`src/rtl/branch_direction_predictor_pkg.sv`:
```
// Shared types and helpers for the gshare branch direction predictor.
// Counter encodings and the saturating update live here for reuse.
package bp_pkg;

  typedef struct packed {
    logic        en;
    logic [31:0] pc;
    logic        actual_taken;
  } bp_update_t;

  localparam logic [1:0] CTR_SNT = 2'b00;
  localparam logic [1:0] CTR_WNT = 2'b01;
  localparam logic [1:0] CTR_WT  = 2'b10;
  localparam logic [1:0] CTR_ST  = 2'b11;
  localparam logic [1:0] CTR_RST = CTR_WNT;

  typedef enum logic {
    ST_INIT = 1'b0,
    ST_RUN  = 1'b1
  } bp_state_e;

  function automatic logic [1:0] ctr_sat_update(
    input logic [1:0] ctr,
    input logic       taken
  );
    logic [1:0] nxt;
    nxt = ctr;
    if (taken) begin
      if (ctr != CTR_ST) nxt = ctr + 2'd1;
    end else begin
      if (ctr != CTR_SNT) nxt = ctr - 2'd1;
    end
    return nxt;
  endfunction

endpackage

```
`src/rtl/branch_direction_predictor_pht.sv`:
```
// Pattern-history table: 2-bit counters with a forwarding read port,
// one read-modify-write port and the init-sweep write port.
module bp_pht
  import bp_pkg::*;
#(
  parameter int ENTRIES = 256,
  parameter int IDX_W   = $clog2(ENTRIES)
) (
  input  logic             clk,
  input  logic             i_init_en,
  input  logic [IDX_W-1:0] i_init_idx,
  input  logic             i_rmw_en,
  input  logic [IDX_W-1:0] i_rmw_idx,
  input  logic             i_rmw_taken,
  output logic             o_rmw_old_msb,
  input  logic [IDX_W-1:0] i_rd_idx,
  output logic [1:0]       o_rd_ctr
);

  logic [1:0] r_mem [ENTRIES];
  logic [1:0] w_rmw_old;
  logic [1:0] w_rmw_new;
  logic       w_fwd;

  assign w_rmw_old     = r_mem[i_rmw_idx];
  assign w_rmw_new     = ctr_sat_update(w_rmw_old, i_rmw_taken);
  assign o_rmw_old_msb = w_rmw_old[1];

  // The query sees the value being committed this cycle.
  assign w_fwd    = i_rmw_en && (i_rmw_idx == i_rd_idx);
  assign o_rd_ctr = w_fwd ? w_rmw_new : r_mem[i_rd_idx];

  always_ff @(posedge clk) begin
    if (i_init_en) begin
      r_mem[i_init_idx] <= CTR_RST;
    end else if (i_rmw_en) begin
      r_mem[i_rmw_idx] <= w_rmw_new;
    end
  end

endmodule

```
`src/rtl/branch_direction_predictor.sv`:
```
// Gshare direction predictor trained by resolved-branch pulses; holds
// the init FSM, update stage S1, resolved history and perf counters.
module branch_direction_predictor
  import bp_pkg::*;
#(
  parameter int PHT_ENTRIES = 256,
  parameter int GHR_WIDTH   = 8
) (
  input  logic        clk,
  input  logic        rst,
  input  logic [31:0] query_pc,
  output logic        query_taken,
  output logic        ready,
  input  bp_update_t  bp_update,
  output logic [((GHR_WIDTH < 1) ? 1 : GHR_WIDTH)-1:0] ghr,
  output logic [31:0] update_count,
  output logic [31:0] mispredict_count,
  output logic [31:0] drop_count
);

  localparam int IDX_W = $clog2(PHT_ENTRIES);
  localparam int GW    = (GHR_WIDTH < 1) ? 1 : GHR_WIDTH;
  localparam logic [IDX_W-1:0] LAST_IDX = IDX_W'(PHT_ENTRIES - 1);

  bp_state_e        r_state;
  bp_state_e        w_state_nxt;
  logic [IDX_W-1:0] r_sweep;
  logic             w_init_en;

  logic [GW-1:0]    r_ghr;
  logic [GW-1:0]    w_ghr_nxt;

  logic             r_s1_valid;
  logic [IDX_W-1:0] r_s1_idx;
  logic             r_s1_taken;

  logic [31:0]      r_upd_cnt;
  logic [31:0]      r_mis_cnt;
  logic [31:0]      r_drop_cnt;

  logic             w_upd_acc;
  logic             w_upd_drop;
  logic [IDX_W-1:0] w_upd_idx;
  logic [IDX_W-1:0] w_q_idx;
  logic [1:0]       w_q_ctr;
  logic             w_old_msb;
  logic             w_mispred;
  logic             w_unused;

  function automatic logic [IDX_W-1:0] f_idx(
    input logic [31:0]   pc,
    input logic [GW-1:0] h
  );
    return pc[IDX_W+1:2] ^ IDX_W'(h);
  endfunction

  always_comb begin
    w_state_nxt = r_state;
    w_init_en   = 1'b0;
    case (r_state)
      ST_INIT: begin
        w_init_en = 1'b1;
        if (r_sweep == LAST_IDX) w_state_nxt = ST_RUN;
      end
      ST_RUN:  w_state_nxt = ST_RUN;
      default: w_state_nxt = ST_INIT;
    endcase
  end

  assign w_upd_acc  = bp_update.en && (r_state == ST_RUN);
  assign w_upd_drop = bp_update.en && (r_state == ST_INIT);
  assign w_upd_idx  = f_idx(bp_update.pc, r_ghr);
  assign w_q_idx    = f_idx(query_pc, r_ghr);

  // Truncating the concatenation drops the oldest history bit.
  assign w_ghr_nxt = (GHR_WIDTH == 0) ? '0 :
                     GW'({r_ghr, bp_update.actual_taken});

  assign w_mispred = w_old_msb != r_s1_taken;

  always_ff @(posedge clk) begin
    if (rst) begin
      r_state    <= ST_INIT;
      r_sweep    <= '0;
      r_ghr      <= '0;
      r_s1_valid <= 1'b0;
      r_s1_idx   <= '0;
      r_s1_taken <= 1'b0;
      r_upd_cnt  <= '0;
      r_mis_cnt  <= '0;
      r_drop_cnt <= '0;
    end else begin
      r_state    <= w_state_nxt;
      if (w_init_en) r_sweep <= r_sweep + IDX_W'(1);
      r_s1_valid <= w_upd_acc;
      if (w_upd_acc) begin
        r_s1_idx   <= w_upd_idx;
        r_s1_taken <= bp_update.actual_taken;
        r_ghr      <= w_ghr_nxt;
      end
      if (r_s1_valid) begin
        r_upd_cnt <= r_upd_cnt + 32'd1;
        if (w_mispred) r_mis_cnt <= r_mis_cnt + 32'd1;
      end
      if (w_upd_drop) r_drop_cnt <= r_drop_cnt + 32'd1;
    end
  end

  bp_pht #(
    .ENTRIES (PHT_ENTRIES),
    .IDX_W   (IDX_W)
  ) u_pht (
    .clk           (clk),
    .i_init_en     (w_init_en && !rst),
    .i_init_idx    (r_sweep),
    .i_rmw_en      (r_s1_valid),
    .i_rmw_idx     (r_s1_idx),
    .i_rmw_taken   (r_s1_taken),
    .o_rmw_old_msb (w_old_msb),
    .i_rd_idx      (w_q_idx),
    .o_rd_ctr      (w_q_ctr)
  );

  assign ready            = (r_state == ST_RUN);
  assign query_taken      = ready & w_q_ctr[1];
  assign ghr              = r_ghr;
  assign update_count     = r_upd_cnt;
  assign mispredict_count = r_mis_cnt;
  assign drop_count       = r_drop_cnt;

  assign w_unused = ^{query_pc[31:IDX_W+2], query_pc[1:0],
                      bp_update.pc[31:IDX_W+2], bp_update.pc[1:0]};

endmodule
```
`config.mk`:
```
export PLATFORM = sky130hd
export DESIGN_NAME = branch_direction_predictor
export DESIGN_NICKNAME = d
export VERILOG_FILES = /design/src/rtl/branch_direction_predictor_pkg.sv /design/src/rtl/branch_direction_predictor_pht.sv /design/src/rtl/branch_direction_predictor.sv
export SDC_FILE = /design/constraint.sdc
export NUM_CORES = 1
export LEC_CHECK = 0
export ABC_AREA = 1
export BUFFER_PORTS_ARGS = -buffer_cell sky130_fd_sc_hd__buf_2
export CAP_MARGIN = 20
export CORE_UTILIZATION = 49
export CTS_CLUSTER_DIAMETER = 100
export DETAILED_ROUTE_END_ITERATION = 6
export GPL_TIMING_DRIVEN = 1
export PLACE_DENSITY_LB_ADDON = 0.12
export RECOVER_POWER = 100
export SYNTH_ARGS = -nofsm -noshare
export SYNTH_HDL_FRONTEND = slang
export SYNTH_SLANG_ARGS = --single-unit
```
`constraint.sdc`:
```
create_clock -name clk -period 10.1 [get_ports clk]
set_input_delay 1.515 -clock clk [delete_from_list [all_inputs] [get_ports clk]]
set_output_delay 1.515 -clock clk [all_outputs]
set_load 0.05 [all_outputs]
```
==> results.cfg <==
[timing]
tns_ps = 0
finClkSkew_ps = 20.35
hold_viol = 0
slew_viol_final = 143
grt_setup_unrepaired = no
finalCriticalPeriod_ps = 8098
timing.final.crit_share_pct = 80.17
tightest_slew_ps = 3555
final-setup-viol-count = 0
setup_ws_ps = 2002
max_freq_ghz = 0.1235
max_slew_margin_pct = -137.0

[synthesis]
ys_seq_area_share_pct = 58.15
synth.most_common_cell = nand2_1
syn_avg_cell_area_um2 = 8.681
yosysUniqueCellTypes = 36
synth-main-ff-cell = edfxtp_1
ys_ff_latch = 642
yosysTopAreaCell = edfxtp_1
syn_area_um2 = 30910
syn_inst = 3561
synth_top_cell_area_share_pct = 49.73
async_flop_share_pct = 0
postSynthNetCount = 3633
synthTopCellsByArea = edfxtp_1 50%, nand3_1 13%, nand2_1 12%
synth_edf_count = 512
synth_common_cells = 1,015 x nand2_1, 799 x nand3_1, 512 x edfxtp_1
yosysWarnings = 0

[power]
clock_power_share_pct = 47.1
power.internal_mw = 4.475
power_density_nw_per_um2 = 166.5
comb_power_share_pct = 3.4
vdd_drop_max_uv = 153.2
total_power_mw = 5.695
swShare_pct = 21.41
p_seq_share_pct = 49.5
power_leakage_nw = 12.76
p_switching_mw = 1.219

[global_route]
grt_overflow_total = 0
grt_first_pass_wirelength_um = 143000
grt_max_degree = 257
antenna_found_initial = 0
grt_usage_pct = 29.50
grt_pass1_vias = 24930

[drt]
highest_layer = met4
wl_met3_um = 8980
dr.pass1.iters = 6
ant_nets = 0
drc = 0
num_vias = 26030
routed_wirelength_um = 94770
dr_wl_met2_um = 43950
viasPerCell = 5.813
post_drt_wl_per_cell_um = 21.16
met1Wirelength_um = 37560
drtIter0Drc = 2602

[job]
maxCapViolations = 3

[die]
io_pins = 174
fp.dieArea_um2 = 64100
die_w_um = 253.2
core_area_um2 = 62050
rows = 91
start_util_pct = 49.82
die_h_um = 253.2

[clock_tree]
post_cts_buffers = 0
hold_buffers = 0
numCtsBuffers = 72
htreeDepth = 3
ctsResizeCount = 0
clock_sinks = 642
clk_pin_slew_ps = 60
cts_tree = built
clk_path_buf_depth = 3
root_buffer = clkbuf_16
clk_latency_ps = 620

[finish]
drive_above_1_share_pct = 5.440
final_net_count = 3652
final_cells = 4478
fin_area_um2 = 34200
syn2layout_area_growth_pct = 10.63
fill_cells = 5641

[worst_setup_path]
cp-start-kind = input pin
worstSetupPathType = input pin to flop
crit_path_end_kind = flop
crit_required_ps = 10370
reg2reg_to = u_pht.r_mem[99][0]
cp_common_cell = nand2_1
path_cells = buf_2 -> clkbuf_1 -> clkinv_1 -> clkbuf_1 -> nand2_1 -> nand2_2 -> nand2_1 -> o21ai_0 -> nand2_1 -> nor2_1 -> nand2_1 -> nor2_1
rr_worst_depth = 16
r2r_slack_ps = 4380
slowest_stage = clkbuf_1
cp_data_arrival_time_ps = 8360
crit_fanout = 81
cpPeakStageDelay_ps = 2500

[hold_path]
hold_class = flop to flop
worst_hold_startpoint = update_count[31]
hold_depth = 2
min_to = update_count[31]

[status]
status = finished with violations
violations = max-capacitance violations, max-slew violations

[placement]
dp_slack_ps = 3632
place_hpwl_um = 52380
place_congestion = 0.8856
dp.cells = 4342
io_buffers = 125
placement.cell_area_um2 = 31920
==> flip-flops by register name, summed over array words and instances (netlist names), named ones only <==
| register | flops |
|---|---|
| update_count | 32 |
| r_s1_valid | 1 |
| ghr | 8 |
| ready | 1 |
| u_pht.r_mem | 512 |
| drop_count | 32 |
| r_s1_idx | 8 |
| mispredict_count | 32 |
| r_sweep | 8 |
==> placed cells by master, fill, tap and decap left out, types with 43 or more instances in the layout <==
master / count
nor2_1: 384
clkbuf_1: 117
nand2_1: 1010
dfxtp_1: 127
edfxtp_1: 512
nand3_1: 796
clkbuf_16: 79
nor3_1: 43
a21oi_1: 58
inv_1: 197
nand4_1: 49
o21ai_0: 56
==> area by class of cell <==
| class | count | area (um2) | share of cell area, % |
|---|---|---|---|
| diodes | 1 | 2.502 | 0.007317 |
| multi-input cells | 2492 | 11110 | 32.48 |
| clock buffers | 91 | 2042 | 5.971 |
| inverters | 204 | 774.5 | 2.265 |
| repair buffers | 168 | 859.6 | 2.513 |
| clock inverters | 43 | 381.6 | 1.116 |
| flip-flops and latches | 642 | 17990 | 52.59 |
| well taps | 837 | 1047 | 3.062 |
==> kinds of logic after synthesis <==
| logic type | share of synthesized area [%] |
|---|---|
| AND/OR/NAND/NOR | 32.41 |
| flip-flops | 58.15 |
| buffers and inverters | 6.055 |
| AO/OA/AOI/OAI | 2.173 |
| XOR/XNOR | 1.048 |
| adder cells (fa/ha/maj) | 0.1619 |
==> per-layer routing <==
layer | GRT usage (%) | vias up
li1 | - | 12090
met1 | 38.51 | 12390
met2 | 47.58 | 1268
met3 | 5.644 | 284
met4 | 13.47 | 0
met5 | 0 | -
==> critical path: cells and delay by family <==
family,cells,cell delay [ps]
and+or+nand+nor,7,2840
AOI/OAI and AO/OA,1,340
buffers and inverters,4,3550
==> stage by stage <==
| stage | util, % | hold slack [ps] |
|---|---|---|
| floorplan | - | 455.5 |
| global placement | 51.44 | 447.5 |
| detailed placement | 51.44 | 456.3 |
| CTS | 55.35 | 465.7 |
| global route | 55.11 | 502.6 |
| finish | 55.11 | 463.9 |
==> worst max-delay path by stage <==
stage                            from                  end
final                             rst   u_pht.r_mem[97][0]
after global routing              rst  u_pht.r_mem[240][1]
after CTS                        flop          query_taken
after detailed placement  query_pc[2]          query_taken
after global placement    query_pc[4]          query_taken
after floorplan                   rst    u_pht.r_mem[0][1]
==> power groups by stage <==
stage / Clock [mW] / Combinational [mW] / Sequential [mW]
floorplan: 0 / 0.112 / 2.88
detailed placement: 0 / 0.187 / 2.88
global route: 2.81 / 0.206 / 2.82
CTS: 2.72 / 0.187 / 2.82
global placement: 0 / 0.185 / 2.87
finish: 2.68 / 0.194 / 2.82
(Power assumes the default switching activity.)
